**config.mk**
```make
export PLATFORM = sky130hd
export DESIGN_NAME = tia_poly_ctr
export DESIGN_NICKNAME = d
export VERILOG_FILES = /design/src/rtl/tia_pkg.sv /design/src/rtl/tia_d2_stage.sv /design/src/rtl/tia_poly_ctr.sv
export SDC_FILE = /design/constraint.sdc
export NUM_CORES = 1
export LEC_CHECK = 0
export ABC_AREA = 0
export CORE_MARGIN = 3
export CORE_UTILIZATION = 40
export DETAILED_ROUTE_END_ITERATION = 10
export GPL_ROUTABILITY_DRIVEN = 0
export PLACE_DENSITY = 0.77
export SYNTH_ARGS = -nofsm -noshare
export SYNTH_HDL_FRONTEND = slang
export SYNTH_SLANG_ARGS = --single-unit
```
**constraint.sdc**
```tcl
create_clock -name clk -period 1.76 [get_ports clk]
set_clock_uncertainty 0.15 [all_clocks]
set_input_delay 0.264 -clock clk [delete_from_list [all_inputs] [get_ports clk]]
set_output_delay 0.264 -clock clk [all_outputs]
set_load 0.01 [all_outputs]
```
**src/rtl/tia_pkg.sv**
```systemverilog
// Shared constants for the two-phase polynomial counters: phase slot encodings
// and the default shape of the horizontal counter.
`timescale 1ns/1ps
package tia_pkg;

  // Phase-register values during which each clock phase is active.
  localparam logic [1:0] PH_PHI1 = 2'd0;
  localparam logic [1:0] PH_PHI2 = 2'd2;

  // Horizontal counter defaults: 6 stages, taps on bits 0 and 1, wrap after 010100.
  localparam int unsigned HCTR_WIDTH = 6;
  localparam logic [5:0]  HCTR_TAPS  = 6'b000011;
  localparam logic [5:0]  HCTR_WRAP  = 6'b010100;

endpackage

```
**src/rtl/tia_d2_stage.sv**
```systemverilog
// Single-bit two-phase cell: phi1 captures the inverted input into the tap
// latch, phi2 moves the inverted tap into the output stage.
`timescale 1ns/1ps
module tia_d2_stage (
  input  logic clk_i,
  input  logic rst_ni,
  input  logic phi1_i,
  input  logic phi2_i,
  input  logic load_i,
  input  logic load_bit_i,
  input  logic in_i,
  output logic tap_o,
  output logic out_o
);

  logic tap_q, tap_d;
  logic out_q, out_d;

  // Next-state: load overrides both phases; tap is kept equal to ~out on load.
  always_comb begin
    tap_d = tap_q;
    out_d = out_q;
    if (load_i) begin
      out_d = load_bit_i;
      tap_d = ~load_bit_i;
    end else begin
      if (phi1_i) tap_d = ~in_i;
      if (phi2_i) out_d = ~tap_q;
    end
  end

  // State register with synchronous active-low reset.
  always_ff @(posedge clk_i) begin
    if (!rst_ni) begin
      tap_q <= 1'b1;
      out_q <= 1'b0;
    end else begin
      tap_q <= tap_d;
      out_q <= out_d;
    end
  end

  assign tap_o = tap_q;
  assign out_o = out_q;

endmodule

```
**src/rtl/tia_poly_ctr.sv**
```systemverilog
// Two-phase polynomial (XNOR-feedback shift) counter with a programmable wrap
// value. A 2-bit phase register sequences phi1/phi2; one count step takes four
// enabled clocks.
`timescale 1ns/1ps
module tia_poly_ctr
  import tia_pkg::*;
#(
  parameter int unsigned          WIDTH      = HCTR_WIDTH,
  parameter logic [WIDTH-1:0]     TAP_MASK   = WIDTH'(HCTR_TAPS),
  parameter logic [WIDTH-1:0]     WRAP_VALUE = WIDTH'(HCTR_WRAP)
) (
  input  logic             clk,
  input  logic             reset_n,
  input  logic             enable,
  input  logic             load,
  input  logic [WIDTH-1:0] load_value,
  output logic [WIDTH-1:0] count,
  output logic [WIDTH-1:0] tap,
  output logic             phi1,
  output logic             phi2,
  output logic             wrap
);

  logic [1:0]       ph_q, ph_d;
  logic             wrap_pend_q, wrap_pend_d;
  logic             wrap_q, wrap_d;
  logic             fb;
  logic             wrap_hit;
  logic [WIDTH-1:0] stage_in;

  assign phi1 = enable & (ph_q == PH_PHI1);
  assign phi2 = enable & (ph_q == PH_PHI2);

  // Feedback and per-stage inputs; a wrap forces every tap to one so that
  // the following phi2 drives count to zero.
  always_comb begin
    fb       = ~^(count & TAP_MASK);
    wrap_hit = (count == WRAP_VALUE);
    stage_in = {count[WIDTH-2:0], fb};
    if (wrap_hit) stage_in = '0;
  end

  // Phase sequencing and wrap bookkeeping; wrap is a single-edge pulse.
  always_comb begin
    ph_d        = ph_q;
    wrap_pend_d = wrap_pend_q;
    wrap_d      = 1'b0;
    if (load) begin
      ph_d        = PH_PHI1;
      wrap_pend_d = 1'b0;
    end else begin
      if (enable) ph_d = ph_q + 2'd1;
      if (phi1 && wrap_hit) wrap_pend_d = 1'b1;
      if (phi2 && wrap_pend_q) begin
        wrap_d      = 1'b1;
        wrap_pend_d = 1'b0;
      end
    end
  end

  // Control registers with synchronous active-low reset.
  always_ff @(posedge clk) begin
    if (!reset_n) begin
      ph_q        <= PH_PHI1;
      wrap_pend_q <= 1'b0;
      wrap_q      <= 1'b0;
    end else begin
      ph_q        <= ph_d;
      wrap_pend_q <= wrap_pend_d;
      wrap_q      <= wrap_d;
    end
  end

  assign wrap = wrap_q;

  for (genvar i = 0; i < WIDTH; i++) begin : g_stage
    tia_d2_stage u_stage (
      .clk_i      (clk),
      .rst_ni     (reset_n),
      .phi1_i     (phi1),
      .phi2_i     (phi2),
      .load_i     (load),
      .load_bit_i (load_value[i]),
      .in_i       (stage_in[i]),
      .tap_o      (tap[i]),
      .out_o      (count[i])
    );
  end

endmodule

```
Word-level counts from Yosys, hierarchy flattened
Index checks and enable logic that the tools add are counted.
Cells by class
  $add $sub $neg: 1
  equality and inequality tests: 2
  multiplexer cells: 26
  bitwise logic cells: 21
  reductions and logical operators: 8
Operators with widths (number)
  two-way mux 1 bit: 25
  NOT 1 bit: 19
  == test 6 x 5 -> 1 bit, second input constant: 1
  two-way mux 6 bit: 1
  XNOR reduction 6 bit: 1
  nonzero test 2 bit: 2
  OR reduction 3 bit: 1
  adder 2 x 1 -> 2 bit, second input constant: 1
  bitwise AND 1 bit: 2
  == test 2 bit, second input constant: 1
  logical AND 1 bit: 2
  logical NOT 2 bit: 1
  OR reduction 2 bit: 1
Word-level totals
  register bits: 16
  bits of input ports: 10
  output and inout bits: 15

Depth between registers and ports, before layout
Gate-level depths: netlist (run 1).
  depth in word-level cells: 5
  depth in mapped cells: 6

Cells and area by module
From an unflattened synthesis (run 1), not the netlist that was laid out.
Second synthesis, totals
  cells, all modules: 98
  area, all modules: 857.1 µm²
Modules (own cells, without submodules)
  tia_d2_stage: times used 6, cells each 11, area each 100.1 µm², sequential area each 40.0 µm²
  tia_poly_ctr: times used 1, cells each 32, area each 256.5 µm², sequential area each 80.1 µm²

Worst setup path after synthesis (run 1)
No wires, ideal clock.
  path kind: reg2reg
  from: register g_stage[0].u_stage.out_q
  to: register g_stage[3].u_stage.tap_q
  library setup time: 123 ps
  data arrival time: 1188 ps
  required time: 1487 ps
  slack: 299 ps
  stages on the path, launching flop included: 6
  path buffers: 0
  clock period less this slack: 1461 ps
  cells stage by stage: dfxtp_1 > inv_1 > ha_1 > and4bb_4 > a2111oi_2 > o21ai_1
Between the ends
  cells in the longest elaborated chain, start to end: 5
Ends and longest elaborated chain
  from (decl): line tia_d2_stage.sv:17  | logic out_q, out_d;
  from (signal assigned): line tia_d2_stage.sv:39  | out_q <= out_d;
  == test 6 x 5 -> 1 bit: line tia_poly_ctr.sv:38  | wrap_hit = (count == WRAP_VALUE);
  two-way mux 6 bit: line tia_poly_ctr.sv:40  | if (wrap_hit) stage_in = '0;
  NOT 1 bit: line tia_d2_stage.sv:27  | if (phi1_i) tap_d = ~in_i;
  two-way mux 1 bit: line tia_d2_stage.sv:27
  two-way mux 1 bit: line tia_d2_stage.sv:23  | if (load_i) begin
  to (signal assigned): line tia_d2_stage.sv:38  | tap_q <= tap_d;
  to (decl): line tia_d2_stage.sv:16  | logic tap_q, tap_d;
No other way between the ends. The select of a mux whose other input is x is not followed.
A chain may end at the register's enable or synchronous reset.

Worst setup path after layout (run 1)
  from: register ph_q[0]
  to: output phi1
Between the ends
  cells in the longest elaborated chain, start to end: 2
Ends and longest elaborated chain
  from (decl): line tia_poly_ctr.sv:24  | logic [1:0] ph_q, ph_d;
  from (signal assigned): line tia_poly_ctr.sv:68  | ph_q <= ph_d;
  logical NOT 2 bit: line tia_poly_ctr.sv:31  | assign phi1 = enable & (ph_q == PH_PHI1);
  bitwise AND 1 bit: line tia_poly_ctr.sv:31
  to (decl): line tia_poly_ctr.sv:19  | output logic phi1,
No other way between the ends.

==> results of run 1 <==
[worst max path at each step]
stage,startpoint,endpoint
floorplan,g_stage[0].u_stage.out_o,g_stage[3].u_stage.tap_o
global placement,enable,phi1
detailed placement,enable,phi1
CTS,ph_q[0],phi2
global route,ph_q[0],phi1
finish,ph_q[0],phi1
[layer usage]
| layer | share of wire | global-route usage | routed length [um] |
|---|---|---|---|
| met5 | 0 | 0 | 0 |
| met4 | 0.012 | 0.0766 | 24 |
| met2 | 0.47 | 0.273 | 935 |
| met1 | 0.45 | 0.225 | 898 |
| met3 | 0.075 | 0.0254 | 151 |
[per-stage QoR]
stage	hold WS [ps]	utilization	setup slack (ps)
2_1_floorplan	267	-	299
5_1_grt	356	0.581	15.6
6_report	321	0.581	92.4
3_5_place_dp	306	0.555	-195
3_3_place_gp	289	0.555	-187
4_1_cts	321	0.574	37.4
[repair_timing]
item | 4_1_cts | 5_1_grt
endpoints found under the hold margin | 0 | 0
resized for setup | 4 | 5
setup endpoints to repair | 2 | 2
[cell type report]
class / instances / area [um^2] / area share
well taps: 27 / 33.8 / 0.0288
flip-flops and latches: 16 / 323 / 0.275
inverters: 10 / 37.5 / 0.0319
repair buffers: 35 / 322 / 0.274
multi-input cells: 57 / 423 / 0.360
clock buffers: 4 / 36.3 / 0.0309
[registers in the layout, summed over array words and instances, names as in the netlist]
name / cells
ph_q: 2
g_stage.u_stage.tap_o: 6
wrap: 1
wrap_pend_q: 1
g_stage.u_stage.out_o: 6
[worst min-delay path: stages, from the launching register on]
cell     delay (ps)
dfxtp_1         320
nand2_1          60
a21oi_1          50
[placed cells by master (no fill, tap or decap), types with 2 or more instances in the layout]
cell	count
nand2b_1	3
a211oi_1	2
a211o_1	2
clkdlybuf4s50_1	22
nand2_1	3
inv_2	3
nor2_1	5
a21oi_1	9
nand4_1	2
o31ai_1	4
buf_4	11
inv_1	7
a2111oi_2	2
dfxtp_1	14
o21a_1	2
clkbuf_4	3
dfxtp_2	2
o21ai_1	2
a21boi_0	2
a21boi_1	2
[where the power goes]
group | leakage, nW | total (W) | internal (W) | switching (W)
registers | 0.133 | 0.000400 | 0.000383 | 0.0000170
logic | 0.322 | 0.000184 | 0.000102 | 0.0000827
clock network | 0.0210 | 0.000239 | 0.000126 | 0.000113
[cell families after synthesis]
family          after synthesis  synth area share
compound gates               31             0.257
xor+xnor                      1           0.00994
mux                           1            0.0114
simple gates                 21             0.142
flops                        16             0.364
fa+ha+maj                     3            0.0426
buf+inv                      26             0.173
==> qor.yml, run 1 <==
outcome:
  outcome: "finished clean"
detailed_routing:
  first_pass_iters: 4
  totalWireLength_mm: 2.01
  drc: 0
  ant_nets: 0
  vias: 783
  wire_per_inst_um: 13.5
  drt_iter0_markers: 30
  avgViaCountPerCell: 5.26
placed_design:
  post-place-cells: 145
  hpwl_mm: 1.53
  numPortBuffers: 24
  placed_cell_area_um2: 1120
die:
  dieHeight_um: 52.9
  die_x_um: 52.9
  ios: 25
  rows: 16
  core_um2: 2020
  fp.dieArea_um2: 2800
  start_util: 0.436
logic_synthesis:
  synth_edf_count: 0
  synth_top_area_frac: 0.364
  ys_ff_latch: 16
  ys_warn_count: 0
  ys_seq_area_frac: 0.364
  syn_area_per_cell_um2: 8.90
  syn_nets: 112
  synthTopCellsByCount: "16 x dfxtp_1, 12 x buf_4, 9 x a21oi_1, 8 x inv_1, 5 x nor2_1"
  syn_area_um2: 881
  synthFlopType: "dfxtp_1"
  ys_types: 35
  synth_most_common_cell: "dfxtp_1"
  synth_top_cell_by_area: "dfxtp_1"
  ys_async_sr_fraction: 0
  synth_area_leaders: "dfxtp_1 36%, buf_4 10%, a21oi_1 5.1%"
  synthCells: 99
final_layout:
  area_growth_pct: 33.4
  nFillCells: 192
  diodes: 0
  fin_nets: 136
  drive_gt1_frac: 0.221
  finish.instance_area_um2: 1170
  finalNonFillerCells: 149
hold_path:
  whs_path_depth: 2
  whs_endpoint: "wrap_pend_q"
  hold_class: "flop to flop"
  hp-start: "wrap_pend_q"
clock_tree:
  postCtsHoldBufs: 0
  clock_path_buffers: 2
  cts.clk_slew.worst_paths_ps: 90
  htree_levels: 1
  clock_latency_ps: 290
  cts_setup_buffers: 0
  cts_sinks: 16
  root_buffer: "clkbuf_4"
  cts_tree: "done"
  cts_buffers: 3
sta:
  worst_pin_slew_ps: 322
  fin_crit_ps: 1670
  slew_viol_final: 0
  setup_violations: 0
  hold_violations: 0
  max_freq_ghz: 0.600
  finalCritPeriodShare: 0.947
  rsz0062_at_grt: "false"
  maxSlewHeadroom: 0.785
  tns_ps: 0
flow_run:
  timing.max_cap.violations: 0
pwr:
  leakagePower_nw: 0.476
  power_w: 0.000824
  vdd_drop_max_mv: 0.445
  power_density_nw_per_um2: 701
global_route:
  grt_pass1_wl_mm: 3.50
  antenna_found_initial: 0
  overflow: 0
  grt_start_max_net_pins: 10
  first_global_vias: 771
  grt_use_total: 0.171
worst_setup_path:
  cp.depth: 5
  end_kind: "output pin"
  cp_max_fo: 2
  crit_type: "flop to output pin"
  cp_data_arrival_time_ps: 1250
  crit_buf_inv: 3
  critPathTopFamily: "buffers and inverters"
  crit_required_ps: 1350
  cp_common_cell: "inv_2"
  r2r-end: "g_stage[3].u_stage.tap_o"
  regToRegStartpoint: "g_stage[0].u_stage.out_o"
  cp-start-kind: "flop"
  crit_chain: "inv_2, ha_2, nand2_2, inv_2, clkdlybuf4s15_1"
  max_stage_delay_ps: 340
  r2r_slack_ps: 170
  cpMaxStageDelayCell: "dfxtp_2"
  worstRegToRegCells: 5
Note: power is estimated with default switching activity, not from simulation.
==> run 2: changes to the inputs <==
--- a/config.mk
+++ b/config.mk
@@ -7,10 +7,11 @@
 export LEC_CHECK = 0
 export ABC_AREA = 0
 export CORE_MARGIN = 3
-export CORE_UTILIZATION = 40
+export CORE_UTILIZATION = 45
 export DETAILED_ROUTE_END_ITERATION = 10
 export GPL_ROUTABILITY_DRIVEN = 0
-export PLACE_DENSITY = 0.77
+export PLACE_DENSITY = 0.85
 export SYNTH_ARGS = -nofsm -noshare
 export SYNTH_HDL_FRONTEND = slang
+export SYNTH_HIERARCHICAL = 1
 export SYNTH_SLANG_ARGS = --single-unit
==> qor.yml, run 2 <==
worst_setup_path:
  cp_data_arrival_time_ps: 1280
  worstRegToRegCells: 6
  crit_required_ps: 1350
  r2r-end: "g_stage[0].u_stage/tap_o"
  max_stage_delay_ps: 520
  critPathTopFamily: "buffers and inverters"
  cp-endpoint: "count[3]"
  cpMaxStageDelayCell: "clkdlybuf4s50_1"
  cp-start-kind: "flop"
  regToRegStartpoint: "ph_q[0]"
  crit_chain: "buf_4, clkdlybuf4s50_1"
  end_kind: "output pin"
  cp_max_fo: 3
  worstSetupStartpoint: "g_stage[3].u_stage/out_o"
  crit_type: "flop to output pin"
  cp.depth: 2
  crit_buf_inv: 2
  r2r_slack_ps: 180
clock_tree:
  cts.clk_slew.worst_paths_ps: 100
  postCtsHoldBufs: 0
  cts_buffers: 3
  cts_setup_buffers: 0
  cts_tree: "done"
  clock_path_buffers: 2
  root_buffer: "clkbuf_4"
  clock_latency_ps: 290
  cts_sinks: 16
  htree_levels: 1
logic_synthesis:
  ys_warn_count: 6
  synth_edf_count: 0
  synth_top_family_by_area: "simple AND/OR/NAND/NOR gates"
  synthCells: 98
  syn_area_um2: 857
  synth_simple_gate_area_frac: 0.298
  synth_most_common_cell: "dfxtp_1"
  synth_fa_ha_area_frac: 0.0438
  synth_area_leaders: "dfxtp_1 37%, o41ai_2 11%, and2_1 11%"
  ys_types: 17
  ys_seq_area_frac: 0.374
  synth_xor_area_frac: 0.0102
  synthTopCellsByCount: "16 x dfxtp_1, 15 x and2_1, 14 x nor2_1, 12 x inv_1, 7 x nand2b_1"
  synth_top_cell_by_area: "dfxtp_1"
  synth_mux_area_frac: 0.0117
  synth_compound_area_frac: 0.199
  synthFlopType: "dfxtp_1"
  synth_top_area_frac: 0.374
  syn_area_per_cell_um2: 8.75
  ys_async_sr_fraction: 0
  ys_ff_latch: 16
  syn_nets: 111
flow_run:
  timing.max_cap.violations: 0
sta:
  rsz0062_at_grt: "false"
  finalCritPeriodShare: 0.963
  fin_crit_ps: 1690
  tns_ps: 0
  setup_violations: 0
  slew_viol_final: 0
  worst_pin_slew_ps: 233
  timing.hold.ws_ps: 301
  max_freq_ghz: 0.590
  maxSlewHeadroom: 0.842
  hold_violations: 0
die:
  core_um2: 1760
  ios: 25
  fp.dieArea_um2: 2460
  rows: 15
  start_util: 0.486
  dieHeight_um: 49.6
  die_x_um: 49.6
detailed_routing:
  wire_per_inst_um: 12.3
  first_pass_iters: 2
  ant_nets: 0
  avgViaCountPerCell: 5.16
  totalWireLength_mm: 1.91
  drt_iter0_markers: 4
  drc: 0
  vias: 805
final_layout:
  diodes: 0
  fin_nets: 145
  nFillCells: 156
  layout_common_cells: "21 x clkdlybuf4s50_1, 15 x and2_1, 14 x nor2_1, 14 x dfxtp_1, 12 x inv_1"
  finish.instance_area_um2: 1220
  area_growth_pct: 42.5
  drive_gt1_frac: 0.153
  final_common_cell: "clkdlybuf4s50_1"
pwr:
  power_w: 0.000821
  power_density_nw_per_um2: 672
  leakagePower_nw: 0.514
  vdd_drop_max_mv: 0.596
global_route:
  grt_pass1_wl_mm: 3.35
  grt_use_total: 0.174
  overflow: 0
  antenna_found_initial: 0
  first_global_vias: 787
  grt_start_max_net_pins: 26
placed_design:
  hpwl_mm: 1.47
  numPortBuffers: 24
  placed_cell_area_um2: 1190
hold_path:
  hold_class: "input port to flop"
outcome:
  outcome: "finished clean"
## run 2: cell count changes after synthesis, moves of 5 or more
| cell | change |
|---|---|
| buf_4 | -12 |
| o311ai_1 | +6 |
| o41ai_2 | +6 |
| and2_1 | +14 |
| nand3_1 | +5 |
| nor2_1 | +9 |
| a21oi_1 | -5 |
## run 2: worst min-delay path by stage
| stage | startpoint | end | slack [ps] | cells after the start |
|---|---|---|---|---|
| 2_1_floorplan | reset_n | g_stage[0].u_stage/tap_o | 190 | 1 |
| 3_3_place_gp | wrap_pend_q | wrap_pend_q | 290 | 2 |
| 3_5_place_dp | wrap_pend_q | wrap_pend_q | 300 | 2 |
| 4_1_cts | enable | ph_q[0] | 310 | 3 |
| 5_1_grt | enable | ph_q[0] | 320 | 3 |
| 6_report | enable | ph_q[0] | 300 | 3 |
## run 2: report_power, final
group | internal, W | total, W | leakage [nW] | switching, W
Sequential | 0.000383 | 0.000397 | 0.133 | 0.0000146
Clock | 0.000126 | 0.000246 | 0.0210 | 0.000120
Combinational | 0.0000987 | 0.000178 | 0.360 | 0.0000789
Total | 0.000608 | 0.000821 | 0.514 | 0.000213
## run 2: final cells by class
| class | count | area [um^2] | share of cell area |
|---|---|---|---|
| multi-input cells | 69 | 482 | 0.394 |
| flip-flops and latches | 16 | 323 | 0.264 |
| well taps | 25 | 31.3 | 0.0256 |
| repair buffers | 30 | 304 | 0.249 |
| inverters | 12 | 45.0 | 0.0369 |
| clock buffers | 4 | 36.3 | 0.0297 |
## run 2: what timing repair did
action / CTS / global route
gates resized for setup: 5 / 3
pin swaps: 0 / 0
setup endpoints to repair: 2 / 2
## run 2: worst min-delay path: stages
cell and delay [ps]:
dlygate4sd2_1 290, xnor2_1 80, nor2_1 70
## run 2: layer usage
layer	vias up	routed length, um	global-route usage
li1	402	-	-
met1	380	873	0.194
met2	21	915	0.319
met3	2	104	0.0423
met4	0	19	0.0553
met5	-	0	0
## run 2: stage by stage
step,worst slack (ps),util,std cells
final,65.4,0.692,156
after global routing,0.514,0.692,156
after CTS,9.37,0.694,156
after detailed placement,-208,0.674,152
after global placement,-192,0.674,152
after floorplan,267,-,98
## run 2: kinds of logic (layout without fill, tap and decap cells)
group / count (synthesis) / after routing
AO/OA/AOI/OAI: 16 / 16
XOR/XNOR: 1 / 1
adder cells (fa/ha/maj): 3 / 3
buffers and inverters: 13 / 46
flip-flops: 16 / 16
multiplexers: 1 / 1
AND/OR/NAND/NOR: 48 / 48
